$ cat src/rtl/code_prog_if.sv
// Handshake bundle between the button shaper / switches and the
// passcode programming controller.
interface code_prog_if;
  logic        prog_req;
  logic [3:0]  digit_data;
  logic        digit_bpress;
  logic [15:0] code_out;
  logic        code_upd;
  logic        prog_busy;
  logic        prog_r;
  logic        prog_g;
  logic [2:0]  prog_state;

  modport master (
    output prog_req,
    output digit_data,
    output digit_bpress,
    input  code_out,
    input  code_upd,
    input  prog_busy,
    input  prog_r,
    input  prog_g,
    input  prog_state
  );

  modport slave (
    input  prog_req,
    input  digit_data,
    input  digit_bpress,
    output code_out,
    output code_upd,
    output prog_busy,
    output prog_r,
    output prog_g,
    output prog_state
  );
endinterface

$ cat src/rtl/code_prog.sv
// Passcode programming controller: authenticate with the current
// code, enter the new code twice, commit only on a match.
module code_prog #(
  parameter logic [15:0] DEFAULT_CODE = 16'h3153,
  parameter int          TIMEOUT_CYC  = 50_000_000,
  parameter int          HOLD_CYC     = 25_000_000,
  parameter int          CNT_W        = 26
) (
  input  logic       CLK,
  input  logic       RST,
  code_prog_if.slave bus
);

  typedef enum logic [2:0] {
    S_IDLE    = 3'd0,
    S_AUTH    = 3'd1,
    S_NEW     = 3'd2,
    S_CONFIRM = 3'd3,
    S_OK      = 3'd4,
    S_FAIL    = 3'd5
  } state_e;

  state_e      state_q, state_d;
  logic [1:0]  cnt_q, cnt_d;
  logic [11:0] entry_q, entry_d;
  logic [15:0] new_q, new_d;
  logic [15:0] code_q, code_d;
  logic        upd_q, upd_d;
  logic [CNT_W-1:0] tmr_q, tmr_d;

  logic        enter;
  state_e      nxt;
  logic [15:0] full;
  logic        to_hit;
  logic        hold_hit;

  assign full     = {entry_q, bus.digit_data};
  assign to_hit   = (tmr_q == CNT_W'(TIMEOUT_CYC - 1));
  assign hold_hit = (tmr_q == CNT_W'(HOLD_CYC - 1));

  always_comb begin
    state_d = state_q;
    cnt_d   = cnt_q;
    entry_d = entry_q;
    new_d   = new_q;
    code_d  = code_q;
    upd_d   = 1'b0;
    tmr_d   = tmr_q;
    enter   = 1'b0;
    nxt     = state_q;

    case (state_q)
      S_IDLE: begin
        if (bus.prog_req) begin
          enter = 1'b1;
          nxt   = S_AUTH;
        end
      end
      S_AUTH, S_NEW, S_CONFIRM: begin
        if (bus.prog_req) begin
          enter = 1'b1;
          nxt   = S_AUTH;
          new_d = '0;
        end else if (bus.digit_bpress) begin
          tmr_d = '0;
          if (cnt_q == 2'd3) begin
            enter = 1'b1;
            unique case (1'b1)
              state_q == S_AUTH:
                nxt = (full == code_q) ? S_NEW : S_FAIL;
              state_q == S_NEW: begin
                nxt   = S_CONFIRM;
                new_d = full;
              end
              default: begin
                if (full == new_q) begin
                  nxt    = S_OK;
                  code_d = new_q;
                  upd_d  = 1'b1;
                end else begin
                  nxt = S_FAIL;
                end
              end
            endcase
          end else begin
            entry_d = full[11:0];
            cnt_d   = cnt_q + 2'd1;
          end
        end else if (to_hit) begin
          enter = 1'b1;
          nxt   = S_FAIL;
        end else begin
          tmr_d = tmr_q + 1'b1;
        end
      end
      S_OK, S_FAIL: begin
        if (bus.prog_req) begin
          enter = 1'b1;
          nxt   = S_AUTH;
        end else if (hold_hit) begin
          enter = 1'b1;
          nxt   = S_IDLE;
        end else begin
          tmr_d = tmr_q + 1'b1;
        end
      end
      default: begin
        enter = 1'b1;
        nxt   = S_IDLE;
      end
    endcase

    // every state entry starts digit collection and timing afresh
    if (enter) begin
      state_d = nxt;
      cnt_d   = '0;
      entry_d = '0;
      tmr_d   = '0;
    end
  end

  always_ff @(posedge CLK or negedge RST) begin
    if (!RST) begin
      state_q <= S_IDLE;
      cnt_q   <= '0;
      entry_q <= '0;
      new_q   <= '0;
      code_q  <= DEFAULT_CODE;
      upd_q   <= 1'b0;
      tmr_q   <= '0;
    end else begin
      state_q <= state_d;
      cnt_q   <= cnt_d;
      entry_q <= entry_d;
      new_q   <= new_d;
      code_q  <= code_d;
      upd_q   <= upd_d;
      tmr_q   <= tmr_d;
    end
  end

  assign bus.code_out   = code_q;
  assign bus.code_upd   = upd_q;
  assign bus.prog_busy  = (state_q == S_AUTH) || (state_q == S_NEW) ||
                          (state_q == S_CONFIRM);
  assign bus.prog_r     = (state_q == S_FAIL);
  assign bus.prog_g     = (state_q == S_OK);
  assign bus.prog_state = state_q;

endmodule
$ cat src/flat_wrapper.sv
// flat-port wrapper written by rule: the top's interface ports become plain ports
module code_prog_flat 
#(
  parameter logic [15:0] DEFAULT_CODE = 16'h3153,
  parameter int          TIMEOUT_CYC  = 50_000_000,
  parameter int          HOLD_CYC     = 25_000_000,
  parameter int          CNT_W        = 26
)
  (CLK, RST, bus_prog_req, bus_digit_data, bus_digit_bpress, bus_code_out, bus_code_upd, bus_prog_busy, bus_prog_r, bus_prog_g, bus_prog_state);
  code_prog_if bus_i ();
  input  logic CLK;
  input  logic RST;
  input wire logic [$bits(bus_i.prog_req)-1:0] bus_prog_req;
  input wire logic [$bits(bus_i.digit_data)-1:0] bus_digit_data;
  input wire logic [$bits(bus_i.digit_bpress)-1:0] bus_digit_bpress;
  output wire logic [$bits(bus_i.code_out)-1:0] bus_code_out;
  output wire logic [$bits(bus_i.code_upd)-1:0] bus_code_upd;
  output wire logic [$bits(bus_i.prog_busy)-1:0] bus_prog_busy;
  output wire logic [$bits(bus_i.prog_r)-1:0] bus_prog_r;
  output wire logic [$bits(bus_i.prog_g)-1:0] bus_prog_g;
  output wire logic [$bits(bus_i.prog_state)-1:0] bus_prog_state;
  assign bus_i.prog_req = bus_prog_req;
  assign bus_i.digit_data = bus_digit_data;
  assign bus_i.digit_bpress = bus_digit_bpress;
  assign bus_code_out = bus_i.code_out;
  assign bus_code_upd = bus_i.code_upd;
  assign bus_prog_busy = bus_i.prog_busy;
  assign bus_prog_r = bus_i.prog_r;
  assign bus_prog_g = bus_i.prog_g;
  assign bus_prog_state = bus_i.prog_state;
  code_prog #(.DEFAULT_CODE(DEFAULT_CODE), .TIMEOUT_CYC(TIMEOUT_CYC), .HOLD_CYC(HOLD_CYC), .CNT_W(CNT_W)) u_core (.CLK(CLK), .RST(RST), .bus(bus_i));
endmodule
$ cat config.mk
export PLATFORM = sky130hd
export DESIGN_NAME = code_prog_flat
export DESIGN_NICKNAME = d
export VERILOG_FILES = /design/src/rtl/code_prog_if.sv /design/src/rtl/code_prog.sv /design/src/flat_wrapper.sv
export SDC_FILE = /design/constraint.sdc
export NUM_CORES = 1
export LEC_CHECK = 0
export CORE_UTILIZATION = 53
export DETAILED_ROUTE_END_ITERATION = 12
export PLACE_DENSITY = 0.87
export SYNTH_ARGS = -nofsm -noshare
export SYNTH_HDL_FRONTEND = slang
export SYNTH_SLANG_ARGS = --single-unit
$ cat constraint.sdc
create_clock -name CLK -period 2 [get_ports CLK]
set_input_delay 0.2 -clock CLK [delete_from_list [all_inputs] [get_ports CLK]]
set_output_delay 0.2 -clock CLK [all_outputs]
set_load 0.005 [all_outputs]
Word-level counts from Yosys, hierarchy flattened
Cells that the tools add are included.
{"block": "word_totals", "ff_bits": 76, "in_bits": 8, "out_inout_bits": 23, "word_cells": 94}
{"block": "classes", "n_addsub": 2, "eq_ne": 20, "n_mux": 46, "bitwise_logic": 2, "n_reduce_logical": 17}
{"cell": "$mux W26", "count": 6}
{"cell": "$mux W16", "count": 4}
{"cell": "$mux W12", "count": 5}
{"cell": "$pmux W26 S2", "count": 1}
{"cell": "$eq A16 B16 Y1", "count": 2}
{"cell": "$add A26 B1 Y26 const B", "count": 1}
{"cell": "$eq A26 B25 Y1 const B", "count": 1}
{"cell": "$eq A26 B26 Y1 const B", "count": 1}
{"cell": "$mux W3", "count": 8}
{"cell": "$mux W1", "count": 14}
{"cell": "$ne A3 B2 Y1 const B", "count": 4}
{"cell": "$ne A4 B3 Y1 const B", "count": 3}
{"cell": "$mux W2", "count": 5}
{"cell": "$reduce_and A5 Y1", "count": 2}
{"cell": "$reduce_bool A2 Y1", "count": 5}
{"cell": "$pmux W3 S3", "count": 1}
{"cell": "$reduce_and A4 Y1", "count": 2}
{"cell": "$eq A3 B2 Y1 const B", "count": 2}
{"cell": "$eq A3 B3 Y1 const B", "count": 2}
{"cell": "$pmux W3 S2", "count": 1}
{"cell": "$reduce_and A6 Y1", "count": 1}
{"cell": "$ne A2 B1 Y1 const B", "count": 2}
{"cell": "$reduce_or A2 Y1", "count": 2}
{"cell": "$eq A3 B1 Y1 const B", "count": 1}
{"cell": "other kinds (9)", "count": 11}

Longest topological paths before layout
{"block": "depth", "depth_word": 7, "mapped_depth": 10, "depth_no_buf": 7}

Least setup slack after synthesis
No wires, ideal clock.
{"block": "synth_path", "kind": "reg-to-reg", "startpoint": "register u_core.tmr_q[0]", "endpoint": "register u_core.tmr_q[17]", "setup_time_ps": 77, "arrival_time_ps": 2065, "required_time_ps": 1923, "setup_slack_ps": -142, "path_stages_with_launch": 10, "path_buffers": 2, "synth_period_minus_slack_ps": 2142, "cell_sequence": "dfrtp_1 -> ha_1 -> and4_1 -> buf_4 -> nand4_4 -> o31ai_4 -> and2_1 -> buf_4 -> or4_1 -> a21oi_1"}
{"block": "synth_via", "elab_chain_cells": 7, "word_cells_on_any_way": 22, "cone_classes": "add/sub: 1; eq/ne: 6; mux: 13; reduce/logical: 2"}
{"item": "start, declared", "line_no": "code_prog.sv:29", "rtl": "logic [CNT_W-1:0] tmr_q, tmr_d;"}
{"item": "start signal, assigned", "line_no": "code_prog.sv:138", "rtl": "tmr_q <= tmr_d;"}
{"item": "parallel branches: the longest is 7 deep, another holds $add A26 B1 Y26"}
Several ways; the timed one is not identified. The select of a mux whose other input is x is not followed.
A chain may end at the register's enable or synchronous reset.

Final worst setup path
{"block": "layout_path", "startpoint": "register u_core.tmr_q[23]", "endpoint": "register u_core.state_q[0] (netlist: u_core.bus.prog_state[0])"}
{"block": "layout_via", "elab_chain_cells": 6, "word_cells_on_any_way": 11, "cone_classes": "eq/ne: 4; mux: 6; reduce/logical: 1"}
{"item": "$eq A26 B26 Y1", "line_no": "code_prog.sv:38", "rtl": "assign to_hit = (tmr_q == CNT_W'(TIMEOUT_CYC - 1));"}
{"item": "$mux W1", "line_no": "code_prog.sv:89", "rtl": "end else if (to_hit) begin"}
{"item": "$mux W1", "line_no": "code_prog.sv:64", "rtl": "end else if (bus.digit_bpress) begin"}
{"item": "$mux W1", "line_no": "code_prog.sv:60", "rtl": "if (bus.prog_req) begin"}
{"item": "$pmux W1 S3", "line_no": "code_prog.sv:52", "rtl": "case (state_q)"}
{"item": "$reduce_and A5 Y1 (no line) (*)"}
{"item": "end signal, assigned", "line_no": "code_prog.sv:132", "rtl": "state_q <= state_d;"}
{"item": "end, declared", "line_no": "code_prog.sv:23", "rtl": "state_e state_q, state_d;"}
Every way passes the cells marked *; elsewhere a longest branch is shown, timed or not.

==> results.py <==
metrics = {
    "run_status": {
        "outcome": "finished, violations left",
        "violations": "setup timing",
    },
    "die": {
        "rows": 31,
        "die_h_um": 90.3,
        "start_util_pct": 55.7,
        "die_area_um2": 8150,
        "core_um2": 7410,
        "io_pins": 31,
        "die_x_um": 90.3,
    },
    "route": {
        "vias": 4349,
        "drt_pre_antenna_iters": 6,
        "antenna_left": 0,
        "wl_um": 13700,
        "first_iter_violations": 858,
        "drt-vias-per-instance": 6.71,
        "wl_per_cell_um": 21.2,
        "drc": 0,
    },
    "place": {
        "place_ws_ns": -0.288,
        "hpwl_um": 7540,
        "gp_congestion": 0.935,
        "numPortBuffers": 30,
    },
    "clocking": {
        "cts_max_path_buffers": 2,
        "cts.clk_slew.worst_paths_ns": 0.10,
        "cts_tree": "built",
        "cts_made_buffers": 9,
        "insertion_delay_ns": 0.37,
        "htreeDepth": 3,
        "clockRootBuffer": "clkbuf_8",
        "numClockSinks": 76,
    },
    "sta": {
        "hold_violations": 0,
        "worst_slew_pin_slew_ns": 0.748,
        "rsz0062_at_grt": "yes",
        "fin_crit_ns": 2.24,
        "worst_clock_skew_ns": 0.0162,
        "holdWs_ns": 0.343,
        "period_share_pct": 112,
        "fin_ws_ns": -0.239,
        "finalSetupViolCount": 43,
        "slew_viol_final": 0,
        "slew_headroom_pct": 50.0,
        "clock.fmax_ghz": 0.447,
    },
    "layout": {
        "diodes": 0,
        "n_fill_cell": 423,
        "drive_gt1_share_pct": 30.4,
        "syn_to_final_growth_pct": 35.1,
        "final_nets": 554,
    },
    "synth": {
        "ys_seq_elements": 76,
        "synth_ff_type": "dfrtp_1",
        "syn_inst": 437,
        "synth-edff-count": 0,
        "synthDistinctLibCells": 48,
        "ys_seq_area_share_pct": 46.3,
        "ys_async_sr_fraction_pct": 100,
        "synth.net_count": 447,
        "syn-cell-area_um2": 4130,
        "synth_warnings": 0,
        "avgSynthCellArea_um2": 9.45,
    },
    "critical_path": {
        "slowest_delay_ns": 0.41,
        "r2r-end": "u_core.bus.prog_state[0]$_DFFE_PN0P_",
        "crit_slowest_cell": "dfrtp_1",
        "start_kind": "flop",
        "path_cells": "buf_4 > nor4bb_1 > nand4_1 > buf_4 > nor2_1 > o211ai_1 > buf_4 > a21oi_4 > o31ai_2",
        "r2r_cells": 9,
        "path_class": "reg2reg",
        "worst_ep_required_time_ns": 2.25,
        "worstPathMaxFanout": 5,
        "r2r_setup_slack_ns": -0.24,
        "critical-path-top-delay-family": "simple AND/OR/NAND/NOR gates",
        "crit_buf_inv": 3,
        "critPathMostFrequentCell": "buf_4",
        "cp-end-kind": "flop",
        "cp.arrival_ns": 2.49,
        "reg2reg_from": "u_core.tmr_q[23]$_DFFE_PN0P_",
    },
    "min_path": {
        "hp-class": "in2async",
    },
    "pwr": {
        "total_power_mw": 5.01,
        "p_leak_nw": 2.36,
        "ir_drop_v": 0.000494,
        "power_density_nw_per_um2": 897,
    },
    "global_route": {
        "grt_pass1_wl_um": 19000,
        "grt_pass1_vias": 3899,
        "grtUsageTotal_pct": 29.4,
        "overflow": 0,
        "grt_max_degree": 42,
        "antenna_found_initial": 0,
    },
    "run": {
        "drv_cap": 0,
    },
}
[power breakdown]
group | switching [mW] | total, mW | internal (mW)
logic | 1.11 | 1.92 | 0.815
clock network | 0.709 | 1.32 | 0.614
registers | 0.110 | 1.76 | 1.65
[sequential cells by signal (all words and copies together), names as in the netlist]
name                   count
u_core.new_q              16
u_core.bus.prog_state      3
u_core.bus.code_upd        1
u_core.tmr_q              26
u_core.bus.code_out       16
u_core.entry_q            12
u_core.cnt_q               2
[logic make-up after synthesis]
| logic type | after synthesis | synth area share (%) |
|---|---|---|
| xor+xnor | 44 | 9.34 |
| compound gates | 104 | 14.6 |
| fa+ha+maj | 2 | 0.606 |
| buf+inv | 27 | 3.15 |
| simple gates | 168 | 21.6 |
| mux | 16 | 4.36 |
| flops | 76 | 46.3 |
[synth_stat cells (7+ instances only)]
cell | number | area (um^2)
mux2_2 | 16 | 180
dfstp_2 | 7 | 184
nand2_1 | 48 | 180
o21ai_0 | 43 | 215
dfrtp_1 | 69 | 1730
nand4_1 | 14 | 87.6
xor2_1 | 15 | 131
a21oi_1 | 32 | 160
nand3_1 | 15 | 75.1
nor2_1 | 31 | 116
nand2b_1 | 18 | 113
clkbuf_1 | 12 | 45.0
xnor2_1 | 29 | 254
[through the flow]
step / TNS (ns) / utilization, % / std cells / area (um^2)
4_1_cts: -0.00179 / 72.2 / 639 / 5350
5_1_grt: -7.93 / 75.3 / 648 / 5580
2_1_floorplan: 0 / - / 437 / 4140
3_5_place_dp: -9.15 / 68.1 / 620 / 5040
3_3_place_gp: -6.09 / 68.1 / 620 / 5040
6_report: -7.72 / 75.3 / 648 / 5580
[layout by cell type (no fill, tap or decap), types with 3 or more instances in the layout]
cell and n:
nand2_1 47, nor3_1 6, a21oi_1 25, or4_1 4, mux2_2 16, buf_4 81, dfstp_2 7, clkdlybuf4s50_1 29
xor2_1 15, and2_1 3, xnor2_1 27, nand2b_1 18, o21ai_0 40, nand4b_1 3, clkbuf_8 9, dfrtp_1 68
a21oi_2 6, inv_1 4, nand3_1 13, a31oi_1 6, nor2_1 29, o21ai_1 5, nand4_1 14, buf_6 4
[worst max-delay path by stage]
stage          slack, ns  cells after the start                    startpoint                                    to
6_report           -0.24                      9  u_core.tmr_q[23]$_DFFE_PN0P_  u_core.bus.prog_state[0]$_DFFE_PN0P_
5_1_grt            -0.28                      8  u_core.tmr_q[23]$_DFFE_PN0P_  u_core.bus.prog_state[0]$_DFFE_PN0P_
4_1_cts           -0.001                      9   u_core.tmr_q[1]$_DFFE_PN0P_  u_core.bus.prog_state[0]$_DFFE_PN0P_
3_5_place_dp       -0.29                      6              bus_digit_bpress           u_core.new_q[0]$_DFFE_PN0P_
3_3_place_gp       -0.21                      8                  bus_prog_req          u_core.tmr_q[16]$_DFFE_PN0P_
2_1_floorplan      0.005                      9   u_core.tmr_q[0]$_DFFE_PN0P_           u_core.tmr_q[7]$_DFFE_PN0P_
[metal layers]
| metal | global-route usage, % | part of all wire (%) |
|---|---|---|
| met3 | 5.89 | 11 |
| met5 | 0 | 0 |
| met1 | 38.5 | 38 |
| met4 | 13.0 | 6.9 |
| met2 | 47.5 | 45 |
[cell type report]
class / instances / area [um^2] / area share (%)
multi-input cells: 334 / 2270 / 40.8
flip-flops and latches: 76 / 1910 / 34.3
repair buffers: 119 / 1030 / 18.5
clock buffers: 9 / 124 / 2.22
well taps: 99 / 124 / 2.22
clock inverters: 7 / 95.1 / 1.70
inverters: 4 / 15.0 / 0.269
[what timing repair did]
action                                  CTS  global route
hold buffers                              1             0
resized for setup                        17            35
hold endpoints to repair                 34             0
pin swaps                                 3            12
buffers inserted                          3             7
endpoints found under the setup margin   45            44
gates cloned                              0             2
(Power assumes the default switching activity.)
